==> src/rtl/hazard_fwd_ctrl_pkg.sv <==
// Shared types and constants for the hazard/forwarding controller.
// Holds the multi-cycle FSM states and the register/select encodings.
package hazard_pkg;

    typedef enum logic [1:0] {
        IDLE = 2'd0,
        BUSY = 2'd1,
        DONE = 2'd2
    } mc_state_e;

    localparam int unsigned ZERO_REG = 0;
    localparam int unsigned FWD_RF   = 0;

endpackage

==> src/rtl/fwd_sel_prio.sv <==
// Per-operand forwarding priority encoder over NFWD pipeline stages.
// Stage 0 is the youngest and therefore has the highest priority.
module fwd_sel_prio
    import hazard_pkg::*;
#(
    parameter  int AW   = 5,
    parameter  int NFWD = 2,
    localparam int SELW = $clog2(NFWD + 1)
) (
    input  logic [AW-1:0]      src_i,
    input  logic [NFWD*AW-1:0] dst_i,
    input  logic [NFWD-1:0]    dst_we_i,
    output logic [SELW-1:0]    sel_o
);

    localparam logic [AW-1:0] ZR = AW'(ZERO_REG);

    // Walk oldest to youngest so the youngest match is the last write.
    always_comb begin
        sel_o = SELW'(FWD_RF);
        for (int k = NFWD - 1; k >= 0; k--) begin
            if (dst_we_i[k] && src_i != ZR &&
                dst_i[k*AW +: AW] == src_i) begin
                sel_o = SELW'(k + 1);
            end
        end
    end

endmodule

==> src/rtl/hazard_fwd_ctrl.sv <==
// Forwarding select, load-use/scoreboard/structural stall and multi-cycle op tracker.
// Define HAZARD_PERF_CNT_EN to add the saturating stall_cnt output.
module hazard_fwd_ctrl
    import hazard_pkg::*;
#(
    parameter  int AW   = 5,
    parameter  int NSRC = 2,
    parameter  int NFWD = 2,
    parameter  int LATW = 4,
    localparam int SELW = $clog2(NFWD + 1)
) (
    input  logic                 CLK,
    input  logic                 RST,
    input  logic [NSRC*AW-1:0]   src_ex,
    input  logic [NSRC*AW-1:0]   src_id,
    input  logic [NSRC-1:0]      src_used_id,
    input  logic [NFWD*AW-1:0]   dst,
    input  logic [NFWD-1:0]      dst_we,
    input  logic [AW-1:0]        dst_ex,
    input  logic                 memrd_ex,
    input  logic                 mc_start,
    input  logic [AW-1:0]        mc_dst,
    input  logic [LATW-1:0]      mc_lat,
    output logic [NSRC*SELW-1:0] fwd_sel,
    output logic                 stall_id,
    output logic                 bubble_ex,
    output logic                 mc_busy,
    output logic                 mc_wb,
    output logic [AW-1:0]        mc_wb_dst
`ifdef HAZARD_PERF_CNT_EN
    ,
    output logic [31:0]          stall_cnt
`endif
);

    localparam logic [AW-1:0] ZR = AW'(ZERO_REG);

    mc_state_e       state_q, state_d;
    logic [LATW-1:0] cnt_q, cnt_d;
    logic [AW-1:0]   dst_q, dst_d;
    logic [LATW-1:0] lat_m1;
    logic            in_busy;
    logic            lu_hit;
    logic            sb_hit;

    for (genvar i = 0; i < NSRC; i++) begin : g_prio
        fwd_sel_prio #(
            .AW   (AW),
            .NFWD (NFWD)
        ) u_prio (
            .src_i    (src_ex[i*AW +: AW]),
            .dst_i    (dst),
            .dst_we_i (dst_we),
            .sel_o    (fwd_sel[i*SELW +: SELW])
        );
    end

    // A zero latency behaves like one cycle.
    assign lat_m1 = (mc_lat == '0) ? '0 : mc_lat - LATW'(1);

    always_ff @(posedge CLK or posedge RST) begin
        if (RST) begin
            state_q <= IDLE;
            cnt_q   <= '0;
            dst_q   <= '0;
        end else begin
            state_q <= state_d;
            cnt_q   <= cnt_d;
            dst_q   <= dst_d;
        end
    end

    always_comb begin
        state_d = state_q;
        cnt_d   = cnt_q;
        dst_d   = dst_q;
        unique case (state_q)
            IDLE: begin
                if (mc_start) begin
                    cnt_d   = lat_m1;
                    dst_d   = mc_dst;
                    state_d = BUSY;
                end
            end
            BUSY: begin
                if (cnt_q == '0) begin
                    state_d = DONE;
                end else begin
                    cnt_d = cnt_q - LATW'(1);
                end
            end
            DONE: begin
                if (mc_start) begin
                    cnt_d   = lat_m1;
                    dst_d   = mc_dst;
                    state_d = BUSY;
                end else begin
                    state_d = IDLE;
                end
            end
            default: state_d = IDLE;
        endcase
    end

    assign in_busy   = (state_q == BUSY);
    assign mc_busy   = (state_q != IDLE);
    assign mc_wb     = (state_q == DONE);
    assign mc_wb_dst = mc_wb ? dst_q : '0;

    always_comb begin
        lu_hit = 1'b0;
        sb_hit = 1'b0;
        for (int i = 0; i < NSRC; i++) begin
            if (src_used_id[i]) begin
                if (src_id[i*AW +: AW] == dst_ex) lu_hit = 1'b1;
                if (src_id[i*AW +: AW] == dst_q)  sb_hit = 1'b1;
            end
        end
    end

    // Scoreboard releases in DONE: the result is written back that cycle.
    assign stall_id = (memrd_ex && dst_ex != ZR && lu_hit) ||
                      (in_busy && dst_q != ZR && sb_hit) ||
                      (in_busy && mc_start);

    assign bubble_ex = stall_id;

`ifdef HAZARD_PERF_CNT_EN
    logic [31:0] stall_cnt_q;

    always_ff @(posedge CLK or posedge RST) begin
        if (RST) begin
            stall_cnt_q <= '0;
        end else if (stall_id && stall_cnt_q != '1) begin
            stall_cnt_q <= stall_cnt_q + 32'd1;
        end
    end

    assign stall_cnt = stall_cnt_q;
`endif

endmodule

==> config.mk <==
export PLATFORM = sky130hd
export DESIGN_NAME = hazard_fwd_ctrl
export DESIGN_NICKNAME = d
export VERILOG_FILES = /design/src/rtl/hazard_fwd_ctrl_pkg.sv /design/src/rtl/fwd_sel_prio.sv /design/src/rtl/hazard_fwd_ctrl.sv
export SDC_FILE = /design/constraint.sdc
export NUM_CORES = 1
export LEC_CHECK = 0
export ABC_AREA = 0
export BUFFER_PORTS_ARGS = -buffer_cell sky130_fd_sc_hd__buf_4
export CAP_MARGIN = 0
export CORE_ASPECT_RATIO = 2
export CORE_MARGIN = 2
export CORE_UTILIZATION = 44
export DETAILED_ROUTE_END_ITERATION = 16
export PLACE_DENSITY = 0.87
export SKIP_CTS_REPAIR_TIMING = 1
export SLEW_MARGIN = 40
export SYNTH_ARGS = -nofsm -noshare
export SYNTH_HDL_FRONTEND = slang
export SYNTH_SLANG_ARGS = --single-unit
==> constraint.sdc <==
create_clock -name CLK -period 1.95 [get_ports CLK]
set_input_delay 0.0975 -clock CLK [delete_from_list [all_inputs] [get_ports CLK]]
set_output_delay 0.0975 -clock CLK [all_outputs]
set_load 0.005 [all_outputs]
==> summary.txt <==
DR WL/cell = 15.8 um
Startpoint Class = register
Synth Area per Inst = 8.85 um2
Worst EP required = 1.85 ns
DR iter-0 viols = 17
TritonCTS clock tree = done
Syn_nets = 184
Clk root buf = clkbuf_8
Worst-margin pin slew = 0.416 ns
All-layer global routing usage = 0.259
Number of global-route vias before repair = 1344
P_int = 0.894 mW
Psw = 0.561 mW
Row count = 26
DR vias = 1233
Crit path arrival time = 1.66 ns
Share of post-route cells with drive strength above 1 = 0.424
Seq/Total Area, Yosys = 0.237
Fmax = 570 MHz
Yosys warns = 0
R2R depth = 7
DIE HEIGHT = 76.6 um
CTS max path bufs = 2
Most common cell after layout, fill and taps aside = buf_4
Largest cells by area after synthesis = xnor2_1, dfrtp_1, mux2_2, nand4_1, nor4_2
Fill count = 209
Max VDD drop = 0.712 mV
Critical R2R Launch = cnt_q[0]
Final wirelength = 3.56 mm
Initial antenna violation count = 0
TNS Setup = 0 ns
Initial Util = 0.457
Die Span X = 40.3 um
Min cycle time layout = 1.75 ns
EDFF count, synth = 0
Switching part of the total = 0.386
Slew Viols, Final = 0
Status = finished clean
Worst hold stages = 2
Crit path kind = register to output pin
Top_reg_cell synth = dfrtp_1
Max_cap viols = 0
Core area = 2540 um2
Synth Cell Area = 1160 um2
Count of different cell masters after synthesis = 32
Cell count after synthesis = 131
Worst-Skew Late Latency = 0.24 ns
Leak = 0.723 nW
GR Overflow Total = 0
Crit-path max FO = 5
Period utilization = 0.899
Clock Power Share = 0.154
PortBufs = 64
Hold path endpoint = dst_q[0]
Design area = 1720 um2
Hold Violations, Final = 0
Most frequent cells in the layout = buf_4, xnor2_1, dfrtp_1
R2R Setup Slk = 0.20 ns
Finish-stage setup viols = 0
Ports = 65
Post-synth ARST share = 1.00
Largest area contributor in the netlist = xnor2_1
Post-DRT Antenna Nets = 0
Clock skew = 0.00330 ns
Rel. slew slack = 0.722
WHS = 0.0996 ns
Power Total = 1.46 mW
Hold path start = mc_dst[0]
Drt pass-1 iters = 4
Core Util, Final = 0.678
Crit path capture type = output pin
Reg2reg end = cnt_q[3]
Clk sink count = 11
H-tree depth = 1
Number of CTS-inserted buffers = 3
Via density = 5.46
Layout Nets = 252
Placed inst area = 1670 um2
HPWL after DPL = 3.02 mm
First-pass GRT wire length = 5.64 mm
Pwr dens = 846 nW/um2
Clk slew on worst S/H paths = 0.05 ns
Seq pwr share = 0.340
Full die area = 3090 um2
Combinational share of power = 0.505
Top cell type's share of synthesized area = 0.272
Ant diodes = 0
Routability Congestion = 0.827
Drt drc = 0
Largest net degree at the start of global routing = 12
Area Growth Syn to Fin = 48.3%
#FFs+latches synth = 11
RSZ-0062 raised after global routing = false
Worst min path class = primary input to register
-- worst max-delay path, stage by stage, from the launching register on --
cell     delay [ns]
dfrtp_1        0.42
xnor2_1        0.24
nand4_1        0.13
o22ai_1        0.13
o21ai_0        0.11
o21ai_1        0.23
buf_4          0.16
-- registers in the layout, indices dropped and copies added (netlist names) --
register  flops
dst_q         5
cnt_q         4
state_q       2
-- power groups by stage --
stage | Sequential [mW] | Clock [mW] | Combinational, mW
final | 0.495 | 0.225 | 0.735
after global routing | 0.516 | 0.235 | 0.834
after CTS | 0.493 | 0.227 | 0.739
after detailed placement | 0.492 | 0 | 0.725
after global placement | 0.477 | 0 | 0.679
after floorplan | 0.437 | 0 | 0.507
-- metrics by stage --
| step | std cells | setup WS [ns] |
|---|---|---|
| 2_1_floorplan | 131 | 0.429 |
| 3_3_place_gp | 221 | 0.366 |
| 3_5_place_dp | 221 | 0.237 |
| 4_1_cts | 225 | 0.0909 |
| 5_1_grt | 226 | 0.0649 |
| 6_report | 226 | 0.197 |
-- final cells by class --
class | instances | area, um2 | area share
Multi-Input combinational cell | 114 | 856 | 0.497
Timing Repair Buffer | 66 | 498 | 0.289
Sequential cell | 11 | 275 | 0.160
Clock buffer | 4 | 45.0 | 0.0262
Tap cell | 28 | 35.0 | 0.0204
Inverter | 3 | 11.3 | 0.00655
-- cells by family (layout without fill, tap and decap cells) --
group / Yosys count / after routing / synth area share
AOI/OAI and AO/OA: 17 / 17 / 0.0928
xor gates and xnor gates: 40 / 40 / 0.302
adders and majority gates: 1 / 1 / 0.0108
buffers and inverters: 6 / 73 / 0.0248
DFF: 11 / 11 / 0.237
muxes: 5 / 5 / 0.0485
and+or+nand+nor: 51 / 51 / 0.284
-- per-layer routing --
layer	track usage	vias up	wire, um
met1	0.214	593	1080
met4	0.103	0	82
met2	0.526	33	2280
met5	0	-	0
met3	0.0175	10	120
li1	-	597	-
-- synthesized netlist by cell type (4+ instances only) --
library cell	count
nand2_1	8
nand3_1	4
nor4_2	4
xnor2_1	36
and2_1	6
nor2_1	4
mux2_2	5
nand4_1	8
o21ai_0	6
xor2_1	4
dfrtp_1	11
nor3_1	5
-- how the worst max path moves through the flow --
stage	startpoint	to	cells past startpoint
after floorplan	cnt_q[0]	cnt_q[3]	7
after global placement	cnt_q[0]	cnt_q[3]	7
after detailed placement	cnt_q[0]	cnt_q[3]	7
after CTS	dst_q[2]	bubble_ex	6
after global routing	cnt_q[0]	cnt_q[3]	7
final	dst_q[2]	bubble_ex	6
Note: power is estimated with default switching activity, not from simulation.
